**config.mk**
```make
export PLATFORM = sky130hd
export DESIGN_NAME = mem_stage
export DESIGN_NICKNAME = d
export VERILOG_FILES = /design/src/rtl/mem_stage.sv
export SDC_FILE = /design/constraint.sdc
export NUM_CORES = 1
export LEC_CHECK = 0
export CORE_MARGIN = 4
export CORE_UTILIZATION = 52
export CTS_BUF_LIST = sky130_fd_sc_hd__clkbuf_4
export DETAILED_ROUTE_END_ITERATION = 12
export HOLD_SLACK_MARGIN = 0.02
export PLACE_DENSITY = 0.95
export SLEW_MARGIN = 10
export SYNTH_ARGS = -nofsm -noshare
export SYNTH_HDL_FRONTEND = slang
export SYNTH_SLANG_ARGS = --single-unit
```
**constraint.sdc**
```tcl
create_clock -name clk -period 13.8 [get_ports clk]
set_clock_uncertainty 0.15 [all_clocks]
set_input_delay 2.76 -clock clk [delete_from_list [all_inputs] [get_ports clk]]
set_output_delay 2.76 -clock clk [all_outputs]
set_load 0.005 [all_outputs]
```
**src/rtl/mem_stage.sv**
```systemverilog
// MEM stage of the 5-stage MIPS pipeline: holds one instruction, waits for the
// data-SRAM load response, extracts/extends load data and packs the WB bus.
module mem_stage #(
  parameter int ES_TO_MS_BUS_WD = 147,
  parameter int MS_TO_WS_BUS_WD = 109
) (
  input  logic                       clk,
  input  logic                       reset,
  input  logic                       ws_allowin,
  output logic                       ms_allowin,
  input  logic                       es_to_ms_valid,
  input  logic [ES_TO_MS_BUS_WD-1:0] es_to_ms_bus,
  output logic                       ms_to_ws_valid,
  output logic [MS_TO_WS_BUS_WD-1:0] ms_to_ws_bus,
  input  logic                       data_sram_data_ok,
  input  logic [31:0]                data_sram_rdata,
  input  logic                       ws_flush,
  output logic [4:0]                 MS_dest,
  output logic [31:0]                MS_dest_data,
  output logic                       MS_load_pending,
  output logic                       MS_EX
);

  logic                       r_vld_p1;
  logic [ES_TO_MS_BUS_WD-1:0] r_bus_p1;
  logic                       r_buf_vld_p1;
  logic [31:0]                r_buf_p1;
  logic [1:0]                 r_discard_cnt;

  logic [31:0] w_badvaddr;
  logic [4:0]  w_ex_code;
  logic        w_eret;
  logic        w_bd;
  logic        w_mem_req;
  logic [2:0]  w_load_op;
  logic [1:0]  w_addr_lo;
  logic [31:0] w_rt_old;
  logic        w_gr_we;
  logic [4:0]  w_dest;
  logic [31:0] w_alu_result;
  logic [31:0] w_pc;

  logic        w_has_ex;
  logic        w_accept_ok;
  logic        w_ready_go;
  logic        w_disc_inc;
  logic        w_disc_dec;
  logic [31:0] w_rd;
  logic [31:0] w_final_result;

  assign w_badvaddr   = r_bus_p1[146:115];
  assign w_ex_code    = r_bus_p1[114:110];
  assign w_eret       = r_bus_p1[109];
  assign w_bd         = r_bus_p1[108];
  assign w_mem_req    = r_bus_p1[107];
  assign w_load_op    = r_bus_p1[106:104];
  assign w_addr_lo    = r_bus_p1[103:102];
  assign w_rt_old     = r_bus_p1[101:70];
  assign w_gr_we      = r_bus_p1[69];
  assign w_dest       = r_bus_p1[68:64];
  assign w_alu_result = r_bus_p1[63:32];
  assign w_pc         = r_bus_p1[31:0];

  function automatic logic [31:0] load_extract(
    input logic [2:0]  op,
    input logic [1:0]  b,
    input logic [31:0] rt,
    input logic [31:0] alu,
    input logic [31:0] rd
  );
    logic        [7:0]  ub;
    logic        [15:0] uh;
    logic signed [7:0]  sb;
    logic signed [15:0] sh;
    logic signed [31:0] sx;
    logic        [31:0] res;
    case (b)
      2'd0:    ub = rd[7:0];
      2'd1:    ub = rd[15:8];
      2'd2:    ub = rd[23:16];
      default: ub = rd[31:24];
    endcase
    uh  = b[1] ? rd[31:16] : rd[15:0];
    sb  = $signed(ub);
    sh  = $signed(uh);
    sx  = '0;
    res = alu;
    case (op)
      3'd1: begin sx = sb; res = sx; end
      3'd2: res = {24'd0, ub};
      3'd3: begin sx = sh; res = sx; end
      3'd4: res = {16'd0, uh};
      3'd5: res = rd;
      3'd6: begin
        case (b)
          2'd0:    res = {rd[7:0],  rt[23:0]};
          2'd1:    res = {rd[15:0], rt[15:0]};
          2'd2:    res = {rd[23:0], rt[7:0]};
          default: res = rd;
        endcase
      end
      3'd7: begin
        case (b)
          2'd0:    res = rd;
          2'd1:    res = {rt[31:24], rd[31:8]};
          2'd2:    res = {rt[31:16], rd[31:16]};
          default: res = {rt[31:8],  rd[31:24]};
        endcase
      end
      default: res = alu;
    endcase
    return res;
  endfunction

  // A response is ours only if no stale responses are still owed to flushed loads.
  assign w_has_ex    = (w_ex_code != 5'd0) | w_eret;
  assign w_accept_ok = data_sram_data_ok & (r_discard_cnt == 2'd0) & r_vld_p1 & w_mem_req
                     & ~r_buf_vld_p1 & ~w_has_ex;
  assign w_ready_go  = ~w_mem_req | w_has_ex | r_buf_vld_p1 | w_accept_ok;

  assign ms_allowin     = ~r_vld_p1 | (w_ready_go & ws_allowin);
  assign ms_to_ws_valid = r_vld_p1 & w_ready_go;

  assign w_rd           = r_buf_vld_p1 ? r_buf_p1 : data_sram_rdata;
  assign w_final_result = load_extract(w_load_op, w_addr_lo, w_rt_old, w_alu_result, w_rd);

  assign ms_to_ws_bus = {w_badvaddr, w_ex_code, w_eret, w_bd, w_gr_we, w_dest,
                         w_final_result, w_pc};

  assign MS_dest         = w_dest & {5{r_vld_p1 & w_gr_we}};
  assign MS_dest_data    = w_final_result;
  assign MS_load_pending = r_vld_p1 & w_mem_req & ~w_ready_go;
  assign MS_EX           = r_vld_p1 & w_has_ex;

  assign w_disc_inc = ws_flush & r_vld_p1 & w_mem_req & ~r_buf_vld_p1 & ~w_accept_ok;
  assign w_disc_dec = data_sram_data_ok & (r_discard_cnt != 2'd0);

  // ---- stage boundary: EX -> MEM ----
  always_ff @(posedge clk) begin
    if (reset) begin
      r_vld_p1     <= 1'b0;
      r_buf_vld_p1 <= 1'b0;
    end else if (ws_flush) begin
      r_vld_p1 <= 1'b0;
    end else begin
      if (ms_allowin) r_vld_p1 <= es_to_ms_valid;
      if (es_to_ms_valid && ms_allowin) r_buf_vld_p1 <= 1'b0;
      else if (w_accept_ok && !ws_allowin) r_buf_vld_p1 <= 1'b1;
    end
  end

  always_ff @(posedge clk) begin
    if (reset) r_bus_p1 <= '0;
    else if (!ws_flush && es_to_ms_valid && ms_allowin) r_bus_p1 <= es_to_ms_bus;
  end

  always_ff @(posedge clk) begin
    if (w_accept_ok && !ws_allowin) r_buf_p1 <= data_sram_rdata;
  end

  always_ff @(posedge clk) begin
    if (reset) begin
      r_discard_cnt <= 2'd0;
    end else begin
      case ({w_disc_inc, w_disc_dec})
        2'b10:   if (r_discard_cnt != 2'd3) r_discard_cnt <= r_discard_cnt + 2'd1;
        2'b01:   r_discard_cnt <= r_discard_cnt - 2'd1;
        default: ;
      endcase
    end
  end

endmodule

```
# Yosys cells after proc, flatten, opt, wreduce, memory -nomap -nowiden
# Index checks and enable logic that the tools add are counted.
# classes
n_addsub	2
eq_ne	13
muxes	10
bitwise_logic	29
reduce_logical	15
# op_table
op	count
32-bit case mux with 7 select lines	1
32-bit case mux with 3 select lines	2
32-bit 2-to-1 mux	1
8-bit case mux with 3 select lines	1
1-bit AND	16
16-bit 2-to-1 mux	1
3-bit equality test, second input constant	4
1-bit inverter	7
3-bit by 2-bit equality test with 1-bit output, second input constant	2
2-bit nonzero test	3
5-bit AND	1
1-bit OR	5
5-bit nonzero test	1
2-bit by 1-bit equality test with 1-bit output, second input constant	2
2-bit equality test, second input constant	2
1-bit logical AND	4
2-bit logical NOT	2
2-bit inequality test, second input constant	2
2-bit case mux with 2 select lines	1
2-bit AND reduction	2
3-bit by 1-bit equality test with 1-bit output, second input constant	1
2-bit by 1-bit adder with 2-bit output, second input constant	1
1-bit logical NOT	2
1-bit 2-to-1 mux	2
3 further kinds	3
# word_totals
ff_bits	183
in_bits	185
elab_cells	74

# Logic depth before layout (Yosys ltp)
# depth
ltp_word	12
ltp_mapped	10
ltp_nobuf	5

# Worst setup path after synthesis
# Ideal clock, no wire load.
# synth_path
path_type	input to output
from	in data_sram_rdata[23]
to	out ms_to_ws_bus[47]
t_arrival_ns	4.368
t_required_ns	10.890
path_slack_ns	6.522
cell_stages	7
n_path_buf	2
cell_sequence	mux2i_1 > mux4_2 > o311ai_4 > buf_6 > a21oi_1 > a31oi_1 > buf_4
# synth_between
elab_chain_len	3
# synth_lines
item	line	source
from (decl)	16	input logic [31:0] data_sram_rdata,
32-bit 2-to-1 mux *	124	assign w_rd = r_buf_vld_p1 ? r_buf_p1 : data_sram_rdata;
32-bit case mux with 3 select lines / 8-bit case mux with 3 select lines (equally long branches)	103, 77	
32-bit case mux with 7 select lines *	88	case (op)
to (decl)	14	output logic [MS_TO_WS_BUS_WD-1:0] ms_to_ws_bus,
# Mark *: on every way between the ends. The rest lies on a longest branch, timed or not.

# Final worst setup path
# Ends and elaborated chain as after synthesis.

==> flow_metrics.tcl <==
set metrics [dict create \
    fin_setup_tns_ns 0 \
    fmax_mhz 113.8 \
    numCtsBuffers 17 \
    cp.arrival_ns 5.88 \
    final_cell_mix "clkdlybuf4s50_1 (333), nor2_1 (191), mux2i_1 (187)" \
    mostFrequentLayoutCell "clkdlybuf4s50_1" \
    r2r_start "r_buf_vld_p1$_SDFFE_PP0P_" \
    cts-htree-levels 4 \
    first_pass_iters 7 \
    coreArea_um2 18890 \
    hp-start "r_bus_p1[23]$_SDFFE_PP0P_" \
    synth.avg_cell_area_um2 9.472 \
    cts_hold_buf 0 \
    synthArstFlopShare 0 \
    syn_inst 1063 \
    layout_min_cycle_time_ns 8.791 \
    timing.final.crit_share 0.6370 \
    gp_congestion 0.9840 \
    crit_fanout 17 \
    cts_tree "built" \
    worstReg2RegEnd "r_bus_p1[29]$_SDFFE_PP0P_" \
    drcViolationCount 0 \
    cts_buffer_depth 2 \
    die_area_um2 21650 \
    n_fill_cell 1433 \
    crit_start "data_sram_rdata[23]" \
    grt_pass1_wl_mm 48.88 \
    outcome "finished clean" \
    whs_path_depth 2 \
    hold_path.class "reg -> reg" \
    port_buffers 334 \
    die_w_um 147.2 \
    rsz0062_at_grt "false" \
    dp_hpwl_mm 24.32 \
    synth_nets 1248 \
    syn_area_um2 10070 \
    wire_per_inst_um 21.41 \
    whs_endpoint "r_bus_p1[23]$_SDFFE_PP0P_" \
    rows 50 \
    worst_pin_slew_ns 1.090 \
    cts_setup_buffers 0 \
    clk_latency_ns 0.58 \
    antenna_found_initial 5 \
    layout.nets 1429 \
    io_pins 335 \
    drive_gt1_frac 0.05967 \
    timing.slew.headroom 0.2730 \
    drv_slew 0 \
    synth_edf_count 32 \
    synth_warnings 0 \
    die_h_um 147.2 \
    path_clk_slew_ns 0.17 \
    setup_viol 0 \
    vias_per_cell 5.875 \
    areaGrowthSynthToFinish_pct 28.78 \
    max_cap_violations 0 \
    overflow 0 \
    cts.repair.resized 0 \
    crit_type "in -> out" \
    drtIter0Drc 1196 \
    power.leakage_nw 4.687 \
    clkSinkCount 183 \
    yosysSeqAreaShare 0.3957 \
    cp-end-kind "output port" \
    grt_max_degree 88 \
    p_per_area_nw_per_um2 93.80 \
    post-route-util 0.6863 \
    startpoint_type "input port" \
    routed-via-count 8941 \
    r2r_slack_ns 10.01 \
    crit_required_ns 10.89 \
    hold_viol 0 \
    yosysUniqueCellTypes 68 \
    grt_pass1_vias 8611 \
    vdd_drop_max_mv 0.09555 \
    grt_util_all_layers 0.2877 \
    wl_mm 32.59 \
    ys_ff_latch 183 \
    start_util 0.5329 \
    reg2reg_depth 8 \
    clockRootBuffer "clkbuf_4" \
    detail-route-antenna-nets 0 \
    synthFlopType "dfxtp_1" \
]
## metal layers
layer / up-vias / track usage / share of wire
met5: - / 0 / 0
met1: 4193 / 0.3607 / 0.38
li1: 4049 / - / -
met4: 0 / 0.1188 / 0.041
met3: 115 / 0.09377 / 0.12
met2: 584 / 0.4585 / 0.46
## registers in the layout, indices dropped and copies added, names as in the netlist
| signal | count |
|---|---|
| r_buf_vld_p1 | 1 |
| r_buf_p1 | 32 |
| r_vld_p1 | 1 |
| r_bus_p1 | 147 |
| r_discard_cnt | 2 |
## cell type report
type                            count  area [um2]  area share
Multi-Input combinational cell    687        4850      0.3740
Sequential cell                   183        3988      0.3075
Timing Repair Buffer              347        3438      0.2652
Tap cell                          260       325.3     0.02509
Clock inverter                     14       187.7     0.01447
Clock buffer                       18       135.1     0.01042
Inverter                            8       30.03    0.002316
Antenna cell                        5       12.51   0.0009650
## kinds of logic after synthesis
group,after synthesis,share of synthesized area
AO/OA/AOI/OAI,181,0.1292
AND/OR/NAND/NOR,297,0.1291
flip-flops,183,0.3957
buffers and inverters,193,0.1243
multiplexers,209,0.2217
## power by group
part           leakage, nW  switching, W  internal (W)
Combinational         2.99      0.000125      0.000168
Sequential            1.52     0.0000167      0.000565
Clock                0.177      0.000207      0.000135
## cells in the mapped netlist (3+ instances only)
cell,instances,share of area
buf_6,12,0.013
nand2b_1,10,0.0062
a21o_1,5,0.0037
clkbuf_1,45,0.017
nor3_1,6,0.0030
edfxtp_1,32,0.095
a22o_1,3,0.0026
o22a_1,8,0.0070
o31a_1,3,0.0026
mux2_2,7,0.0078
nand3_1,6,0.0030
nor2_1,191,0.071
nor2b_1,5,0.0031
mux2_1,5,0.0056
or3_1,5,0.0031
o21ai_0,25,0.012
dfxtp_1,151,0.30
buf_2,7,0.0035
o21ai_1,8,0.0040
and3_1,7,0.0043
mux4_2,10,0.022
mux2i_1,187,0.19
nand2_1,45,0.017
a31oi_1,7,0.0043
buf_4,114,0.085
a2bb2oi_1,3,0.0026
buf_1,7,0.0026
a211oi_1,7,0.0052
o32a_1,18,0.018
a22oi_1,3,0.0022
o22ai_1,14,0.0087
inv_1,7,0.0026
a221oi_1,4,0.0035
o221ai_1,6,0.0052
o211ai_1,13,0.0097
a21oi_1,35,0.017
## critical path, cell delays in order
cell and delay, ns:
clkdlybuf4s50_1 0.50, mux2i_1 0.16, mux4_2 0.65, o311ai_4 0.78, a21oi_1 0.11, a31oi_1 0.35, clkdlybuf4s50_1 0.57
## worst max-delay path by stage
stage	to	cells after the start
2_1_floorplan	ms_to_ws_bus[47]	7
3_3_place_gp	MS_dest_data[15]	7
3_5_place_dp	ms_to_ws_bus[47]	7
4_1_cts	ms_to_ws_bus[47]	7
5_1_grt	ms_to_ws_bus[47]	7
6_report	ms_to_ws_bus[47]	7
## stage by stage
step | hold WS [ns] | cell area, um2 | total power, W | worst slack, ns | cells
after CTS | 0.3693 | 12950 | 0.001221 | 5.048 | 1517
after detailed placement | 0.3320 | 12630 | 0.0008814 | 5.072 | 1485
final | 0.3636 | 12970 | 0.001216 | 5.009 | 1522
after global routing | 0.3912 | 12970 | 0.001263 | 4.901 | 1522
after floorplan | 0.3011 | 10070 | 0.0007469 | 6.522 | 1063
after global placement | 0.3205 | 12630 | 0.0008722 | 5.170 | 1485
(Power assumes the default switching activity.)
